<file path="config.mk">
export PLATFORM = sky130hd
export DESIGN_NAME = conv_encoder_gen_flat
export DESIGN_NICKNAME = d
export VERILOG_FILES = /design/src/rtl/conv_enc_pkg.sv /design/src/rtl/conv_encoder_gen_if.sv /design/src/rtl/conv_enc_out_stage.sv /design/src/rtl/conv_encoder_gen.sv /design/src/flat_wrapper.sv
export SDC_FILE = /design/constraint.sdc
export NUM_CORES = 1
export LEC_CHECK = 0
export ABC_AREA = 1
export CELL_PAD_IN_SITES_DETAIL_PLACEMENT = 1
export CELL_PAD_IN_SITES_GLOBAL_PLACEMENT = 1
export CORE_UTILIZATION = 40
export DETAILED_ROUTE_END_ITERATION = 16
export PLACE_DENSITY_LB_ADDON = 0.1
export SYNTH_ARGS = -nofsm -noshare
export SYNTH_HDL_FRONTEND = slang
export SYNTH_SLANG_ARGS = --single-unit
</file>
<file path="constraint.sdc">
create_clock -name clk -period 3 [get_ports clk]
set_clock_uncertainty 0.05 [all_clocks]
set_input_delay 0.6 -clock clk [delete_from_list [all_inputs] [get_ports clk]]
set_output_delay 0.6 -clock clk [all_outputs]
set_load 0.02 [all_outputs]
</file>
<file path="src/rtl/conv_enc_pkg.sv">
// Shared types, constants and the parity helper for the parametrised convolutional encoder.
// Polynomial constants are stored with bit 0 tapping the current input bit.
package conv_enc_pkg;

  typedef enum logic [1:0] {
    StIdle,
    StData,
    StTail
  } conv_enc_state_e;

  localparam int unsigned KMaxDefault = 7;

  // Width used by conv_parity; windows and polynomials are zero-extended to it.
  localparam int unsigned PolyW = 32;

  localparam logic [2:0] PolyK3G0 = 3'b111;      // 7 octal
  localparam logic [2:0] PolyK3G1 = 3'b101;      // 5 octal
  localparam logic [3:0] PolyK4G0 = 4'b1011;     // 15 octal
  localparam logic [3:0] PolyK4G1 = 4'b1111;     // 17 octal
  localparam logic [4:0] PolyK5G0 = 5'b11001;    // 23 octal
  localparam logic [4:0] PolyK5G1 = 5'b10111;    // 35 octal
  localparam logic [6:0] PolyK7G0 = 7'b1001111;  // 171 octal
  localparam logic [6:0] PolyK7G1 = 7'b1101101;  // 133 octal

  function automatic logic conv_parity(input logic [PolyW-1:0] w,
                                       input logic [PolyW-1:0] poly,
                                       input int unsigned      k);
    logic acc;
    acc = 1'b0;
    for (int unsigned i = 0; i < PolyW; i++) begin
      if (i < k) acc ^= w[i] & poly[i];
    end
    return acc;
  endfunction

endpackage

</file>
<file path="src/rtl/conv_encoder_gen_if.sv">
// Valid/ready stream with a last flag; used for both the input bit stream and encoded symbols.
interface conv_encoder_gen_if #(
  parameter int unsigned W = 1
) ();
  logic         valid;
  logic         ready;
  logic [W-1:0] data;
  logic         last;

  modport master (output valid, output data, output last, input ready);
  modport slave  (input valid, input data, input last, output ready);
endinterface

</file>
<file path="src/rtl/conv_enc_out_stage.sv">
// Registered valid/ready output stage; load_o tells the encoder when a new symbol may enter.
module conv_enc_out_stage #(
  parameter int unsigned N_OUT = 2
) (
  input  logic             clk,
  input  logic             rst_n,
  input  logic             valid_i,
  input  logic [N_OUT-1:0] data_i,
  input  logic             last_i,
  output logic             load_o,
  conv_encoder_gen_if.master m_if
);

  logic             valid_q;
  logic [N_OUT-1:0] data_q;
  logic             last_q;

  assign load_o = !valid_q || m_if.ready;

  always_ff @(posedge clk or negedge rst_n) begin
    if (!rst_n) begin
      valid_q <= 1'b0;
      data_q  <= '0;
      last_q  <= 1'b0;
    end else if (load_o) begin
      valid_q <= valid_i;
      last_q  <= valid_i & last_i;
      if (valid_i) data_q <= data_i;
    end
  end

  assign m_if.valid = valid_q;
  assign m_if.data  = data_q;
  assign m_if.last  = last_q;

endmodule

</file>
<file path="src/rtl/conv_encoder_gen.sv">
// Rate-1/N_OUT convolutional encoder with runtime K/polynomials, framing and optional zero tail.
// Configuration is captured on the first accepted bit of each frame.
module conv_encoder_gen
  import conv_enc_pkg::*;
#(
  parameter int unsigned K_MAX = KMaxDefault,
  parameter int unsigned N_OUT = 2,
  parameter int unsigned KW    = $clog2(K_MAX + 1)
) (
  input  logic                   clk,
  input  logic                   rst_n,
  input  logic [KW-1:0]          cfg_k_i,
  input  logic [N_OUT*K_MAX-1:0] cfg_poly_i,
  input  logic                   cfg_tail_en_i,
  conv_encoder_gen_if.slave      s_if,
  conv_encoder_gen_if.master     m_if
);

  conv_enc_state_e state_q, state_d;
  logic [K_MAX-2:0]       hist_q, hist_d;
  logic [KW-1:0]          tail_cnt_q, tail_cnt_d;
  logic [KW-1:0]          k_q, k_d;
  logic [N_OUT*K_MAX-1:0] poly_q, poly_d;
  logic                   tail_en_q, tail_en_d;

  logic                   load, s_ready, accept, in_bit;
  logic                   out_valid, out_last;
  logic [KW-1:0]          k_cfg, k_cur;
  logic [N_OUT*K_MAX-1:0] poly_cur;
  logic                   tail_en_cur;
  logic [K_MAX-1:0]       win;
  logic [N_OUT-1:0]       sym;

  assign k_cfg = (32'(cfg_k_i) < 32'd2 || 32'(cfg_k_i) > K_MAX) ? KW'(K_MAX) : cfg_k_i;

  // In IDLE the next accept starts a frame, so it must already see the live config.
  assign k_cur       = (state_q == StIdle) ? k_cfg         : k_q;
  assign poly_cur    = (state_q == StIdle) ? cfg_poly_i    : poly_q;
  assign tail_en_cur = (state_q == StIdle) ? cfg_tail_en_i : tail_en_q;

  assign s_ready     = load && (state_q != StTail);
  assign s_if.ready  = s_ready;
  assign accept      = s_if.valid && s_ready;
  assign in_bit      = (state_q == StTail) ? 1'b0 : s_if.data[0];
  assign win         = {hist_q, in_bit};

  always_comb begin
    sym = '0;
    for (int unsigned j = 0; j < N_OUT; j++) begin
      sym[j] = conv_parity(PolyW'(win), PolyW'(poly_cur[j*K_MAX +: K_MAX]), 32'(k_cur));
    end
  end

  always_comb begin
    state_d    = state_q;
    hist_d     = hist_q;
    tail_cnt_d = tail_cnt_q;
    k_d        = k_q;
    poly_d     = poly_q;
    tail_en_d  = tail_en_q;
    out_valid  = 1'b0;
    out_last   = 1'b0;
    case (state_q)
      StIdle, StData: begin
        if (accept) begin
          out_valid = 1'b1;
          hist_d    = {hist_q[K_MAX-3:0], in_bit};
          state_d   = StData;
          if (state_q == StIdle) begin
            k_d       = k_cur;
            poly_d    = poly_cur;
            tail_en_d = tail_en_cur;
          end
          if (s_if.last) begin
            if (tail_en_cur) begin
              state_d    = StTail;
              tail_cnt_d = k_cur - KW'(2);
            end else begin
              out_last = 1'b1;
              hist_d   = '0;
              state_d  = StIdle;
            end
          end
        end
      end
      StTail: begin
        if (load) begin
          out_valid = 1'b1;
          hist_d    = {hist_q[K_MAX-3:0], 1'b0};
          if (tail_cnt_q == '0) begin
            out_last = 1'b1;
            hist_d   = '0;
            state_d  = StIdle;
          end else begin
            tail_cnt_d = tail_cnt_q - KW'(1);
          end
        end
      end
      default: state_d = StIdle;
    endcase
  end

  always_ff @(posedge clk or negedge rst_n) begin
    if (!rst_n) begin
      state_q    <= StIdle;
      hist_q     <= '0;
      tail_cnt_q <= '0;
      k_q        <= KW'(K_MAX);
      poly_q     <= '0;
      tail_en_q  <= 1'b0;
    end else begin
      state_q    <= state_d;
      hist_q     <= hist_d;
      tail_cnt_q <= tail_cnt_d;
      k_q        <= k_d;
      poly_q     <= poly_d;
      tail_en_q  <= tail_en_d;
    end
  end

  conv_enc_out_stage #(
    .N_OUT (N_OUT)
  ) u_out_stage (
    .clk     (clk),
    .rst_n   (rst_n),
    .valid_i (out_valid),
    .data_i  (sym),
    .last_i  (out_last),
    .load_o  (load),
    .m_if    (m_if)
  );

endmodule

</file>
<file path="src/flat_wrapper.sv">
// flat-port wrapper written by rule: the top's interface ports become plain ports
module conv_encoder_gen_flat import conv_enc_pkg::*;
#(
  parameter int unsigned K_MAX = KMaxDefault,
  parameter int unsigned N_OUT = 2,
  parameter int unsigned KW    = $clog2(K_MAX + 1)
)
  (clk, rst_n, cfg_k_i, cfg_poly_i, cfg_tail_en_i, s_if_valid, s_if_data, s_if_last, s_if_ready, m_if_valid, m_if_data, m_if_last, m_if_ready);
  conv_encoder_gen_if #(.W(1)) s_if_i ();
  conv_encoder_gen_if #(.W(2)) m_if_i ();
  input  logic clk;
  input  logic rst_n;
  input  logic [KW-1:0] cfg_k_i;
  input  logic [N_OUT*K_MAX-1:0] cfg_poly_i;
  input  logic cfg_tail_en_i;
  input wire logic [$bits(s_if_i.valid)-1:0] s_if_valid;
  input wire logic [$bits(s_if_i.data)-1:0] s_if_data;
  input wire logic [$bits(s_if_i.last)-1:0] s_if_last;
  output wire logic [$bits(s_if_i.ready)-1:0] s_if_ready;
  output wire logic [$bits(m_if_i.valid)-1:0] m_if_valid;
  output wire logic [$bits(m_if_i.data)-1:0] m_if_data;
  output wire logic [$bits(m_if_i.last)-1:0] m_if_last;
  input wire logic [$bits(m_if_i.ready)-1:0] m_if_ready;
  assign s_if_i.valid = s_if_valid;
  assign s_if_i.data = s_if_data;
  assign s_if_i.last = s_if_last;
  assign s_if_ready = s_if_i.ready;
  assign m_if_valid = m_if_i.valid;
  assign m_if_data = m_if_i.data;
  assign m_if_last = m_if_i.last;
  assign m_if_i.ready = m_if_ready;
  conv_encoder_gen #(.K_MAX(K_MAX), .N_OUT(N_OUT), .KW(KW)) u_core (.clk(clk), .rst_n(rst_n), .cfg_k_i(cfg_k_i), .cfg_poly_i(cfg_poly_i), .cfg_tail_en_i(cfg_tail_en_i), .s_if(s_if_i), .m_if(m_if_i));
endmodule
</file>
==> results.sh, run 1 <==
export IMPL_synthFlopType="dfrtp_1"
export IMPL_diodes=0
export IMPL_final_cell_mix="nand2_1, inv_1, dfrtp_1"
export IMPL_status="finished, final reports clean"
export IMPL_drt_iter0_markers=73
export IMPL_cellPowerDensity_mw_per_mm2=1104
export IMPL_crit_family="simple AND/OR/NAND/NOR gates"
export IMPL_instances_no_fill=394
export IMPL_tns_ps=0
export IMPL_grt_pass1_vias=1998
export IMPL_dr_pass1_iters=4
export IMPL_endpoint_kind="register"
export IMPL_hp_class="reg2reg"
export IMPL_wl_um=5444
export IMPL_route_vias_total=1967
export IMPL_drv_cap=0
export IMPL_tightest_slew_ps=549.6
export IMPL_postCtsSetupBuffers=0
export IMPL_dp_final_hpwl_um=4157
export IMPL_die_x_um=75.33
export IMPL_met1_length_um=2737
export IMPL_clock_fmax_ghz=0.3671
export IMPL_core_mm2=0.005140
export IMPL_place_congestion=0.8211
export IMPL_grt_ovfl_total=0
export IMPL_post_cts_resized=0
export IMPL_root_buffer="clkbuf_8"
export IMPL_layout_min_cycle_time_ps=2724
export IMPL_cts_buffers=5
export IMPL_setup_viol_count_final=0
export IMPL_row_count=26
export IMPL_grt_max_degree=34
export IMPL_cpMaxStageDelayCell="clkdlybuf4s50_1"
export IMPL_clock_sinks=33
export IMPL_clk_path_buf_depth=2
export IMPL_grt_antenna_before_repair=0
export IMPL_wl_per_cell_um=13.82
export IMPL_maxSlewViolCount=0
export IMPL_ys_types=31
export IMPL_finalHoldViolCount=0
export IMPL_ir_drop_uv=520.1
export IMPL_drc=0
export IMPL_htree_levels=2
export IMPL_clk_pin_slew_ps=70
export IMPL_wl_met2_um=2451
export IMPL_drtAntennaViolNets=0
export IMPL_rsz0062_at_grt="no"
export IMPL_cp_start_kind="input port"
export IMPL_die_height_um=75.33
export IMPL_dp_cells=386
export IMPL_io_buffer_count=28
export IMPL_ys_warn_count=0
export IMPL_drive_gt1_frac=0.1389
export IMPL_syn_to_final_growth_pct=22.80
export IMPL_fin_crit_sh=0.9080
export IMPL_pre_cts_slack_ps=83.10
export IMPL_grt_usage=0.2223
export IMPL_placed_area_mm2=0.002507
export IMPL_crit_required_ps=3180
export IMPL_path_cells="clkdlybuf4s50_1 -> inv_1 -> nor3_1 -> nor2_1 -> inv_1 -> ha_1 -> nor2_1 -> nand3_1 -> inv_1 -> nand3_1 -> nand2_1 -> nand2_2 -> nand2_1 -> nand2_1 -> nand3_1 -> nand3_1 -> nand2_1"
export IMPL_final_common_cell="nand2_1"
export IMPL_fin_area_mm2=0.002641
export IMPL_synth_seq_cells=33
export IMPL_fillers=665
export IMPL_synth_area_mm2=0.002151
export IMPL_top_layer_used="met4"
export IMPL_critPathKind="in2reg"
export IMPL_crit_fanout=4
export IMPL_syn_nets=319
export IMPL_synth_seq_area_share=0.3857
export IMPL_clkLatencyLatePin_ps=290
export IMPL_initial_core_util=0.4185
export IMPL_dieArea_mm2=0.005675
export IMPL_layout_nets=353
export IMPL_async_flop_share=1.000
export IMPL_p_leak_uw=0.001325
export IMPL_ios=29
export IMPL_via_per_inst=4.992
export IMPL_utilization=0.5139
export IMPL_grt_pass1_wl_um=9321
export IMPL_dr_wl_met3_um=187
export IMPL_arrival_ps=2900
export IMPL_path_buf_inv=4
export IMPL_cts_tree="done"
export IMPL_synth_edf_count=0
export IMPL_synthCells=289
export IMPL_syn_area_per_cell_um2=7.442
export IMPL_ctsHoldBuffers=0
export IMPL_slowest_delay_ps=480
export IMPL_fin_ws_ps=276.0
export IMPL_relSlewSlack=0.6335
-- layout make-up --
cell class | instances | area [um^2] | area share
multi-input cells | 204 | 1096 | 0.4150
clock buffers | 5 | 68.82 | 0.02605
clock inverters | 3 | 65.06 | 0.02463
repair buffers | 34 | 325.3 | 0.1232
well taps | 70 | 87.58 | 0.03316
inverters | 45 | 168.9 | 0.06395
flip-flops and latches | 33 | 829.5 | 0.3141
-- state kept, by name, summed over array words and instances (netlist names) --
name / flops
u_core.u_out_stage.m_if.data: 2
u_core.tail_cnt_q: 3
u_core.state_q: 2
u_core.u_out_stage.m_if.last: 1
u_core.tail_en_q: 1
u_core.hist_q: 6
u_core.u_out_stage.m_if.valid: 1
u_core.poly_q: 14
u_core.k_q: 3
-- per-layer routing --
metal	global-route usage	vias to the layer above
li1	-	1000
met1	0.3107	928
met2	0.3601	32
met3	0.04101	7
met4	0.05144	0
met5	0	-
-- worst register-to-register path, stage by stage, from the launching register on --
cell	delay, ps
dfrtp_1	470
inv_2	110
nand2_4	170
nor3_1	70
nor2_1	220
inv_1	150
ha_1	250
nor2_1	150
nand3_1	170
inv_1	110
nand3_1	80
nand2_1	90
nand2_2	70
nand2_1	90
nand2_1	70
nand3_1	70
nand3_1	70
nand2_1	80
-- worst paths after layout --
kind / end / slack, ps / from / cells after the start
setup / recovery: u_core.u_out_stage.m_if.data[1]$_DFFE_PN0P_ / 280 / cfg_k_i[2] / 17
hold / removal: u_core.poly_q[1]$_DFFE_PN0P_ / 430 / u_core.poly_q[1]$_DFFE_PN0P_ / 2
setup reg to reg: u_core.u_out_stage.m_if.data[1]$_DFFE_PN0P_ / 400 / u_core.state_q[1]$_DFFE_PN0P_ / 17
hold reg to reg: u_core.poly_q[1]$_DFFE_PN0P_ / 430 / u_core.poly_q[1]$_DFFE_PN0P_ / 2
max in group asynchronous: u_core.k_q[0]$_DFFE_PN1P_ / 1880 / rst_n / 2
min in group asynchronous: u_core.poly_q[11]$_DFFE_PN0P_ / 680 / rst_n / 2
-- where the power goes --
part	internal, uW	switching [uW]	total (uW)
Clock	330	174	504
Combinational	564	1050	1620
Sequential	668	126	794
Total	1560	1350	2920
-- cells in the mapped netlist, types with 2 or more instances --
library cell | instances | area (um^2)
nand2_1 | 87 | 326.6
inv_1 | 41 | 153.9
dfrtp_1 | 30 | 750.7
nand3_1 | 22 | 110.1
o21ai_0 | 21 | 105.1
nor2_1 | 15 | 56.30
nand2_2 | 10 | 62.56
ha_1 | 6 | 75.07
o21ai_1 | 6 | 30.03
buf_6 | 4 | 45.04
mux2i_1 | 4 | 40.04
nand4_1 | 4 | 25.02
o32ai_1 | 4 | 35.03
clkbuf_1 | 3 | 11.26
dfstp_2 | 3 | 78.83
inv_2 | 3 | 11.26
mux2_2 | 3 | 33.78
nor2_4 | 3 | 33.78
o21ai_2 | 3 | 26.28
nand3_2 | 2 | 20.02
nor2_2 | 2 | 12.51
o211ai_1 | 2 | 15.01
o31ai_1 | 2 | 15.01
xor2_1 | 2 | 17.52
-- cells by family after synthesis --
group	synth area share
AOI/OAI and AO/OA	0.1198
xor gates and xnor gates	0.01222
adders and majority gates	0.03490
buffers and inverters	0.1047
DFF	0.3857
muxes	0.03432
and+or+nand+nor	0.3083
-- metrics by stage --
step | hold slack (ps) | total power, uW
CTS | 439.7 | 2946
global route | 472.6 | 3193
floorplan | 254.4 | 1981
finish | 434.4 | 2916
detailed placement | 423.4 | 2422
global placement | 415.4 | 2373
No activity file was read; power rests on OpenSTA's default activity.
==> inputs of run 2 (changes only) <==
CTS_BUF_LIST = sky130_fd_sc_hd__clkbuf_16   (was default)
SETUP_SLACK_MARGIN = 0.2   (was default)
==> run 2 against run 1 <==
  * Fmax grew 4.6%
  * Largest cell class unchanged
  * Worst hold slack lost 2.7 ps
  * Clock-buffer cell count is the same
  * Largest power group unchanged
  * Critical endpoint is now s_if_ready
==> results.sh, run 2 (synthesized netlist as in run 1, its figures left out) <==
export IMPL_layout_nets=353
export IMPL_final_common_cell="nand2_1"
export IMPL_wl_per_cell_um=13.91
export IMPL_syn_to_final_growth_pct=26.00
export IMPL_crit_family="buffers and inverters"
export IMPL_slowest_delay_ps=600
export IMPL_post_cts_resized=0
export IMPL_status="finished, final reports clean"
export IMPL_fin_area_mm2=0.002710
export IMPL_clk_path_buf_depth=2
export IMPL_tns_ps=0
export IMPL_fin_crit_sh=0.8684
export IMPL_finalHoldViolCount=0
export IMPL_wl_um=5479
export IMPL_diodes=0
export IMPL_final_cell_mix="nand2_1, inv_1, dfrtp_1"
export IMPL_via_per_inst=5.023
export IMPL_drive_gt1_frac=0.1512
export IMPL_cp_start_kind="input port"
export IMPL_place_congestion=0.8211
export IMPL_instances_no_fill=394
export IMPL_route_vias_total=1979
export IMPL_whs_ps=431.7
export IMPL_dr_pass1_iters=4
export IMPL_largest_reg_flops=14
export IMPL_die_x_um=75.33
export IMPL_crit_required_ps=2350
export IMPL_grt_pass1_vias=1993
export IMPL_grt_antenna_before_repair=0
export IMPL_clkLatencyLatePin_ps=270
export IMPL_grt_ovfl_total=0
export IMPL_tightest_slew_ps=531.4
export IMPL_layout_min_cycle_time_ps=2605
export IMPL_htree_levels=2
export IMPL_reg_top3="u_core.poly_q: 14 flops, u_core.hist_q: 6 flops"
export IMPL_regMostFlops="u_core.poly_q"
export IMPL_ios=29
export IMPL_clock_sinks=33
export IMPL_p_leak_uw=0.001352
export IMPL_row_count=26
export IMPL_endpoint_kind="primary output"
export IMPL_crit_fanout=3
export IMPL_cts_tree="done"
export IMPL_dieArea_mm2=0.005675
export IMPL_dp_final_hpwl_um=4157
export IMPL_placed_area_mm2=0.002507
export IMPL_rsz0062_at_grt="no"
export IMPL_setup_viol_count_final=0
export IMPL_clk_pin_slew_ps=50
export IMPL_grt_max_degree=34
export IMPL_clock_fmax_ghz=0.3839
export IMPL_maxSlewViolCount=0
export IMPL_dp_cells=386
export IMPL_ctsHoldBuffers=0
export IMPL_cellPowerDensity_mw_per_mm2=1141
export IMPL_io_buffer_count=28
export IMPL_drc=0
export IMPL_cts_buffers=5
export IMPL_critPathKind="in2out"
export IMPL_power_uw=3092
export IMPL_postCtsSetupBuffers=0
export IMPL_root_buffer="clkbuf_16"
export IMPL_drt_iter0_markers=82
export IMPL_drv_cap=0
export IMPL_core_mm2=0.005140
export IMPL_cpMaxStageDelayCell="clkdlybuf4s50_1"
export IMPL_hp_class="reg2reg"
export IMPL_ir_drop_uv=478.3
export IMPL_arrival_ps=1960
export IMPL_grt_usage=0.2260
export IMPL_relSlewSlack=0.6449
export IMPL_drtAntennaViolNets=0
export IMPL_grt_pass1_wl_um=9377
export IMPL_initial_core_util=0.4185
export IMPL_path_buf_inv=4
export IMPL_die_height_um=75.33
export IMPL_path_cells="clkdlybuf4s50_1 -> nor2_2 -> inv_1 -> nand2_2 -> inv_1 -> clkdlybuf4s50_1"
## run 2: power by group
part / switching, uW / leakage (uW) / internal (uW)
clock: 184 / 0.0000938 / 474
sequential: 127 / 0.000413 / 669
combinational: 1070 / 0.000846 / 570
total: 1380 / 0.00135 / 1710
## run 2: path summary, 6_finish.rpt
check / end / start / cells after the start / slack [ps]
min: u_core.poly_q[1]$_DFFE_PN0P_ / u_core.poly_q[1]$_DFFE_PN0P_ / 2 / 430
max: s_if_ready / m_if_ready / 6 / 390
min in group asynchronous: u_core.poly_q[7]$_DFFE_PN0P_ / rst_n / 2 / 700
min reg2reg: u_core.poly_q[1]$_DFFE_PN0P_ / u_core.poly_q[1]$_DFFE_PN0P_ / 2 / 430
max reg2reg: u_core.u_out_stage.m_if.data[1]$_DFFE_PN0P_ / u_core.state_q[1]$_DFFE_PN0P_ / 15 / 530
max in group asynchronous: u_core.k_q[0]$_DFFE_PN1P_ / rst_n / 2 / 1870
## run 2: layout make-up
class | instances | area [um^2]
Inverter | 45 | 168.9
Multi-Input combinational cell | 204 | 1109
Tap cell | 70 | 87.58
Timing Repair Buffer | 34 | 325.3
Clock buffer | 5 | 125.1
Sequential cell | 33 | 829.5
Clock inverter | 3 | 65.06
Fill cell | 656 | 2430
## run 2: metal layers
metal / up-vias / wire length, um / track usage
li1: 1001 / - / -
met1: 940 / 2728 / 0.3140
met2: 30 / 2490 / 0.3661
met3: 8 / 191 / 0.04101
met4: 0 / 68 / 0.05761
met5: - / 0 / 0
## run 2: through the flow
| stage | setup WS, ps | utilization |
|---|---|---|
| global placement | 197.6 | 0.4878 |
| global route | 202.3 | 0.5273 |
| finish | 394.9 | 0.5273 |
| CTS | 304.0 | 0.5248 |
| detailed placement | 83.10 | 0.4878 |
| floorplan | 761.3 | - |
## run 2: worst min-delay path, cell delays in order (launching register included)
cell	delay [ps]
dfrtp_1	340
nand2_1	50
o21ai_0	50
